[config.mk]
export PLATFORM = sky130hd
export DESIGN_NAME = calc_multiport
export DESIGN_NICKNAME = d
export VERILOG_FILES = /design/src/rtl/calc_pkg.sv /design/src/rtl/calc_port_fifo.sv /design/src/rtl/calc_multiport.sv
export SDC_FILE = /design/constraint.sdc
export NUM_CORES = 1
export LEC_CHECK = 0
export BUFFER_PORTS_ARGS = -buffer_cell sky130_fd_sc_hd__buf_2
export CAP_MARGIN = 20
export CORE_ASPECT_RATIO = 1.4
export CORE_UTILIZATION = 45
export DETAILED_ROUTE_END_ITERATION = 7
export PLACE_DENSITY = 0.67
export SLEW_MARGIN = 0
export SYNTH_ARGS = -nofsm -noshare
export SYNTH_HDL_FRONTEND = slang
export SYNTH_SLANG_ARGS = --single-unit
[constraint.sdc]
create_clock -name clk -period 11.3 [get_ports clk]
set_input_delay 2.26 -clock clk [delete_from_list [all_inputs] [get_ports clk]]
set_output_delay 2.26 -clock clk [all_outputs]
set_load 0.02 [all_outputs]
[src/rtl/calc_pkg.sv]
// Shared constants, port FSM states and command classification for calc_multiport.
// Command codes are 32-bit so the classifier works for any command width up to 32.
package calc_pkg;

   localparam logic [1:0] RESP_NONE = 2'd0;
   localparam logic [1:0] RESP_SUCC = 2'd1;
   localparam logic [1:0] RESP_INOF = 2'd2;
   localparam logic [1:0] RESP_IERR = 2'd3;

   localparam int unsigned CMD_NOP = 32'd0;
   localparam int unsigned CMD_ADD = 32'd1;
   localparam int unsigned CMD_SUB = 32'd2;
   localparam int unsigned CMD_LSH = 32'd5;
   localparam int unsigned CMD_RSH = 32'd6;

   typedef enum logic [1:0] {
      ST_IDLE = 2'd0,
      ST_OPB  = 2'd1,
      ST_WAIT = 2'd2,
      ST_RESP = 2'd3
   } port_state_e;

   typedef enum logic [1:0] {
      CLS_INV   = 2'd0,
      CLS_ARITH = 2'd1,
      CLS_SHIFT = 2'd2
   } cmd_class_e;

   function automatic cmd_class_e classify_cmd(input int unsigned cmd);
      cmd_class_e cls;
      case (cmd)
         CMD_ADD, CMD_SUB: cls = CLS_ARITH;
         CMD_LSH, CMD_RSH: cls = CLS_SHIFT;
         default:          cls = CLS_INV;
      endcase
      return cls;
   endfunction

endpackage

[src/rtl/calc_port_fifo.sv]
// FIFO of port IDs for one execution unit. Any set of ports may push in one cycle;
// they are appended in ascending port order behind the entries that survive the pop.
module calc_port_fifo #(
   parameter int DEPTH = 4,
   parameter int IDW   = 2,
   localparam int CNTW = $clog2(DEPTH + 1)
) (
   input  logic             clk,
   input  logic             reset,
   input  logic [DEPTH-1:0] push_i,
   input  logic             pop_i,
   output logic [IDW-1:0]   head_o,
   output logic             empty_o,
   output logic [CNTW-1:0]  count_o
);

   logic [IDW-1:0]  mem_q [DEPTH];
   logic [IDW-1:0]  mem_d [DEPTH];
   logic [CNTW-1:0] count_q;
   logic [CNTW-1:0] count_d;

   // Next contents: shift out the head on pop, then append pushes in port order.
   always_comb begin
      mem_d   = mem_q;
      count_d = count_q;
      if (pop_i && (count_q != '0)) begin
         for (int e = 0; e < DEPTH - 1; e++) begin
            mem_d[e] = mem_q[e+1];
         end
         mem_d[DEPTH-1] = '0;
         count_d        = count_q - CNTW'(1);
      end else begin
         count_d = count_q;
      end
      for (int p = 0; p < DEPTH; p++) begin
         if (push_i[p]) begin
            for (int e = 0; e < DEPTH; e++) begin
               mem_d[e] = (count_d == CNTW'(e)) ? IDW'(p) : mem_d[e];
            end
            count_d = count_d + CNTW'(1);
         end else begin
            count_d = count_d;
         end
      end
   end

   // Storage and occupancy registers.
   always_ff @(posedge clk) begin
      if (reset) begin
         for (int e = 0; e < DEPTH; e++) begin
            mem_q[e] <= '0;
         end
         count_q <= '0;
      end else begin
         mem_q   <= mem_d;
         count_q <= count_d;
      end
   end

   assign head_o  = mem_q[0];
   assign empty_o = (count_q == '0);
   assign count_o = count_q;

endmodule

[src/rtl/calc_multiport.sv]
// Multi-port calculator: NPORTS request FSMs sharing one arithmetic and one shift unit,
// each unit serving its ports strictly in arrival order through a port-ID FIFO.
module calc_multiport
   import calc_pkg::*;
#(
   parameter int NPORTS = 4,
   parameter int DW     = 32,
   parameter int CW     = 4
) (
   input  logic                 clk,
   input  logic                 reset,
   input  logic [NPORTS*CW-1:0] req_cmd_in,
   input  logic [NPORTS*DW-1:0] req_data_in,
   output logic [NPORTS*2-1:0]  out_resp,
   output logic [NPORTS*DW-1:0] out_data
);

   localparam int IDW  = $clog2(NPORTS);
   localparam int SHW  = $clog2(DW);
   localparam int CNTW = $clog2(NPORTS + 1);

   port_state_e [NPORTS-1:0]         st_all;
   logic        [NPORTS-1:0][CW-1:0] cmd_all;
   logic        [NPORTS-1:0][DW-1:0] op1_all;
   logic        [NPORTS-1:0][DW-1:0] op2_all;
   logic        [NPORTS-1:0]         arith_push;
   logic        [NPORTS-1:0]         shift_push;

   logic [IDW-1:0]  arith_head;
   logic [IDW-1:0]  shift_head;
   logic            arith_empty;
   logic            shift_empty;
   logic [CNTW-1:0] unused_arith_count;
   logic [CNTW-1:0] unused_shift_count;

   logic            arith_exec;
   logic [1:0]      arith_resp;
   logic [DW-1:0]   arith_data;
   logic [DW:0]     arith_sum;
   logic            shift_exec;
   logic [DW-1:0]   shift_data;
   logic [SHW-1:0]  shift_amt;

   calc_port_fifo #(.DEPTH(NPORTS), .IDW(IDW)) u_arith_fifo (
      .clk     (clk),
      .reset   (reset),
      .push_i  (arith_push),
      .pop_i   (arith_exec),
      .head_o  (arith_head),
      .empty_o (arith_empty),
      .count_o (unused_arith_count)
   );

   calc_port_fifo #(.DEPTH(NPORTS), .IDW(IDW)) u_shift_fifo (
      .clk     (clk),
      .reset   (reset),
      .push_i  (shift_push),
      .pop_i   (shift_exec),
      .head_o  (shift_head),
      .empty_o (shift_empty),
      .count_o (unused_shift_count)
   );

   // Arithmetic unit: executes the head port only once its second operand is latched.
   always_comb begin
      arith_exec = !arith_empty && (st_all[arith_head] == ST_WAIT);
      arith_sum  = {1'b0, op1_all[arith_head]} + {1'b0, op2_all[arith_head]};
      arith_resp = RESP_SUCC;
      arith_data = '0;
      if (32'(cmd_all[arith_head]) == CMD_SUB) begin
         if (op2_all[arith_head] > op1_all[arith_head]) begin
            arith_resp = RESP_INOF;
            arith_data = '0;
         end else begin
            arith_resp = RESP_SUCC;
            arith_data = op1_all[arith_head] - op2_all[arith_head];
         end
      end else begin
         if (arith_sum[DW]) begin
            arith_resp = RESP_INOF;
            arith_data = '0;
         end else begin
            arith_resp = RESP_SUCC;
            arith_data = arith_sum[DW-1:0];
         end
      end
   end

   // Shift unit: only the low log2(DW) bits of op2 form the amount, so it cannot overflow.
   always_comb begin
      shift_exec = !shift_empty && (st_all[shift_head] == ST_WAIT);
      shift_amt  = op2_all[shift_head][SHW-1:0];
      if (32'(cmd_all[shift_head]) == CMD_LSH) begin
         shift_data = op1_all[shift_head] << shift_amt;
      end else begin
         shift_data = op1_all[shift_head] >> shift_amt;
      end
   end

   for (genvar p = 0; p < NPORTS; p++) begin : g_port
      port_state_e st_q, st_d;
      logic [CW-1:0] cmd_q, cmd_d;
      logic [DW-1:0] op1_q, op1_d, op2_q, op2_d;
      logic [1:0]    resp_q, resp_d;
      logic [DW-1:0] data_q, data_d;
      logic [CW-1:0] cmd_in;
      logic [DW-1:0] data_in;
      cmd_class_e    in_cls, lat_cls;
      logic          accept, go_arith, go_shift;

      assign cmd_in   = req_cmd_in[p*CW +: CW];
      assign data_in  = req_data_in[p*DW +: DW];
      assign in_cls   = classify_cmd(32'(cmd_in));
      assign lat_cls  = classify_cmd(32'(cmd_q));
      assign accept   = ((st_q == ST_IDLE) || (st_q == ST_RESP)) && (32'(cmd_in) != CMD_NOP);
      assign go_arith = arith_exec && (arith_head == IDW'(p));
      assign go_shift = shift_exec && (shift_head == IDW'(p));

      // Invalid commands are never queued; they resolve in the operand-B cycle.
      assign arith_push[p] = accept && (in_cls == CLS_ARITH);
      assign shift_push[p] = accept && (in_cls == CLS_SHIFT);

      // Port FSM next state and next output registers.
      always_comb begin
         st_d   = st_q;
         cmd_d  = cmd_q;
         op1_d  = op1_q;
         op2_d  = op2_q;
         resp_d = RESP_NONE;
         data_d = '0;
         case (st_q)
            ST_IDLE, ST_RESP: begin
               if (accept) begin
                  st_d  = ST_OPB;
                  cmd_d = cmd_in;
                  op1_d = data_in;
               end else begin
                  st_d = ST_IDLE;
               end
            end
            ST_OPB: begin
               op2_d = data_in;
               if (lat_cls == CLS_INV) begin
                  st_d   = ST_RESP;
                  resp_d = RESP_INOF;
               end else begin
                  st_d = ST_WAIT;
               end
            end
            ST_WAIT: begin
               if (go_arith) begin
                  st_d   = ST_RESP;
                  resp_d = arith_resp;
                  data_d = arith_data;
               end else if (go_shift) begin
                  st_d   = ST_RESP;
                  resp_d = RESP_SUCC;
                  data_d = shift_data;
               end else begin
                  st_d = ST_WAIT;
               end
            end
            default: st_d = ST_IDLE;
         endcase
      end

      // Port state, latched request and registered response.
      always_ff @(posedge clk) begin
         if (reset) begin
            st_q   <= ST_IDLE;
            cmd_q  <= '0;
            op1_q  <= '0;
            op2_q  <= '0;
            resp_q <= RESP_NONE;
            data_q <= '0;
         end else begin
            st_q   <= st_d;
            cmd_q  <= cmd_d;
            op1_q  <= op1_d;
            op2_q  <= op2_d;
            resp_q <= resp_d;
            data_q <= data_d;
         end
      end

      assign st_all[p]             = st_q;
      assign cmd_all[p]            = cmd_q;
      assign op1_all[p]            = op1_q;
      assign op2_all[p]            = op2_q;
      assign out_resp[p*2 +: 2]    = resp_q;
      assign out_data[p*DW +: DW]  = data_q;
   end

endmodule

==> impl_metrics.csv <==
group,metric,value,unit
outcome,status,"complete, no violations",
clock_network,clkSlewWorstSetupHoldPaths,60,ps
worst_hold_path,hold_path.class,"flip-flop to flip-flop",
sta,report.final.slew_viol_count,0,
clock_network,cts_setup_buffers,0,
sta,finalSetupTns,0,ps
synth,syn-mean-instance-area,8.57,um2
synth,syn_area,25900,um2
route,drt_wl_total,102000,um
die,fp.dieW,205,um
route,wl_per_cell,25.9,um
die,rows,103,
die,pin_count,282,
sta,fmax,0.160,GHz
power,combPwrFrac,66.6,%
grt,antenna_found_initial,5,
synth,ys_ff_latch,438,
route,drcViolationCount,0,
synth,synth_edf_count,0,
sta,fin_ws,5050,ps
die,floorplan.die_area,58600,um2
worst_setup_path,crit_type,"flip-flop to flip-flop",
clock_network,clock_latency,610,ps
die,core_area,56700,um2
sta,rsz0062_at_grt,"no",
power,vdd_drop_max,0.000224,V
worst_setup_path,rr_endpoint,"g_port[1].data_q[28]",
power,p_int,4.95,mW
worst_setup_path,r2r-start,"u_arith_fifo.head_o[0]",
grt,grtUsageTotal,34.2,%
layout,diodes,0,
placed_design,dpl.hpwl,77300,um
worst_setup_path,worstPathArrival,6660,ps
route,ant_nets,0,
route,vias,24800,
clock_network,clockBufferDepth,3,
clock_network,cts_resized,0,
power,power_switching,5.86,mW
power,p_per_area,371,nW/um2
clock_network,cts_inserted_buffers,43,
sta,fin_skew,47.6,ps
power,sw_frac_of_total,54.2,%
clock_network,clock-sinks,438,
clock_network,ctsHoldBuffers,0,
clock_network,htreeDepth,2,
grt,grt_pass1_wl,151000,um
sta,fin_crit_sh,55.3,%
placed_design,post-place-ws,5140,ps
layout,final_layout_size_suffix_gt1_share,18.3,%
layout,final_cell_mix,"nand2_1 (459), dfxtp_1 (434), nor2_1 (334)",
synth,yosysSeqAreaShare,33.8,%
placed_design,port_buffers,281,
sta,slew_headroom,19.0,%
power,power_frac_clock,13.4,%
worst_setup_path,critPathLaunchType,"flip-flop",
power,p_leak,11.7,nW
worst_hold_path,min_from,"g_port[0].op1_q[30]",
worst_setup_path,setup.worst_path.end_class,"flip-flop",
layout,synthToLayoutAreaGrowth,12.3,%
die,start_util,45.8,%
synth,ys.warnings.count,0,
worst_hold_path,hold_end,"g_port[0].op1_q[30]",
sta,worstMarginPinSlew,1220,ps
power,total_power,10.8,mW
worst_hold_path,hold_depth,2,
grt,grt-ovfl-total,0,
worst_setup_path,required,11720,ps
layout,mostFrequentLayoutCell,"nand2_1",
sta,hold_ws,468,ps
power,seq_power_share,20.0,%
sta,fin_crit,6250,ps
clock_network,cts_tree,"built",
clock_network,cts_root_buf,"clkbuf_16",
sta,setup_viol,0,
worst_setup_path,r2r_slack,5050,ps
worst_setup_path,crit_fanout,48,
route,via_per_inst,6.29,
synth,syn_nets,3284,
grt,grt_pass1_vias,24000,
synth,async_flop_share,0,%
route,first_pass_iters,6,
job,cap_violations,0,
route,drtIter0Drc,2148,
worst_setup_path,rr_worst_depth,13,
die,chipHeight,286,um
grt,grt_max_degree,136,
placed_design,gp_congestion,1.10,
synth,netlist_instances,3028,
synth,synthFlopType,"dfxtp_1",
layout,fin_nets,3436,
synth,synth_cell_types,87,
sta,finalHoldViolCount,0,
## layer usage
| layer | global-route usage (%) | part of all wire, % |
|---|---|---|
| met1 | 40.8 | 38 |
| met2 | 58.5 | 49 |
| met3 | 5.61 | 7.3 |
| met4 | 18.2 | 5.9 |
| met5 | 0 | 0.081 |
## cell usage after synthesis (all sizes together) (6+ instances only)
master   number  share of area [%]
nand2b       23               0.55
a221oi       15               0.60
mux2i       192                7.5
o221ai       25               0.84
o31ai        13               0.38
and2         17               0.41
mux4        102                8.9
o22ai        81                2.0
a21oi       292                5.8
nand2       459                6.6
nand3        35               0.68
a211oi       34                1.1
nor4         12               0.29
o41ai         7               0.24
a21o         15               0.43
nor3         37               0.75
nor2        336                4.9
o2bb2ai      28               0.95
o41a          6               0.26
a31oi        16               0.39
and3         10               0.24
a221o        11               0.43
or3          13               0.31
a211o         8               0.27
xnor2        26                1.1
a22o         28               0.95
mux2         33                1.4
o21a         11               0.32
o22a          7               0.24
nor3b        10               0.29
nor2b        25               0.60
dfxtp       438                 34
a22oi        15               0.43
inv         102                1.5
buf          85                1.7
o21ai        99                1.9
clkbuf      127                1.8
o21bai       14               0.41
or2          11               0.27
ha          108                5.2
o211ai       33               0.95
## power by group through the flow
stage               Sequential [mW]  Clock [mW]  Combinational, mW
floorplan                      2.07           0               4.76
global placement               2.16           0               6.93
global route                   2.21        1.52               7.59
CTS                            2.16        1.46               7.00
finish                         2.17        1.45               7.20
detailed placement             2.19           0               6.97
## cell type report
cell class | count | area [um2]
Sequential cell | 438 | 8780
Clock inverter | 25 | 231
Fill cell | 5393 | 27600
Timing Repair Buffer | 319 | 1710
Multi-Input combinational cell | 2276 | 15900
Clock buffer | 55 | 1180
Tap cell | 735 | 920
Inverter | 102 | 383
## worst max path at each step
stage	end	startpoint	slack (ps)	cells after the start
2_1_floorplan	g_port[1].data_q[19]	u_arith_fifo.head_o[0]	6150	17
3_3_place_gp	g_port[0].data_q[27]	u_arith_fifo.head_o[0]	5150	12
3_5_place_dp	g_port[2].data_q[27]	u_arith_fifo.head_o[0]	5140	12
4_1_cts	g_port[2].data_q[27]	u_arith_fifo.head_o[0]	5150	12
5_1_grt	g_port[0].resp_q[1]	u_arith_fifo.head_o[0]	4840	12
6_report	g_port[1].data_q[28]	u_arith_fifo.head_o[0]	5050	13
## per-stage QoR
| stage | instances | cell area, um2 | utilization (%) |
|---|---|---|---|
| CTS | 3947 | 29100 | 51.3 |
| floorplan | 3028 | 25900 | - |
| finish | 3950 | 29100 | 51.4 |
| detailed placement | 3867 | 27700 | 48.9 |
| global route | 3950 | 29100 | 51.4 |
| global placement | 3867 | 27700 | 48.9 |
## flip-flops by register name, indices dropped and copies added, names as in the netlist
signal,cells
g_port.data_q,128
g_port.op1_q,128
g_port.op2_q,128
g_port.cmd_q,16
g_port.resp_q,8
g_port.st_q,8
u_arith_fifo.mem_q,6
u_shift_fifo.mem_q,6
u_arith_fifo.count_o,3
u_shift_fifo.count_o,3
u_arith_fifo.head_o,2
u_shift_fifo.head_o,2
## critical path: stages (launching register included)
cell,delay [ps]
dfxtp_4,690
buf_4,840
mux4_2,710
ha_1,460
a211oi_1,420
o21ai_0,150
and4b_1,210
a211oi_1,580
o21a_1,300
or3_1,430
buf_4,370
nor2_1,90
o31ai_1,600
o22ai_1,200
## logic make-up after synthesis
logic type / synth area share [%]
simple gates: 16.6
compound gates: 20.3
xor+xnor: 1.22
buf+inv: 5.01
flops: 33.8
fa+ha+maj: 5.36
mux: 17.7
Note: power is estimated with default switching activity, not from simulation.
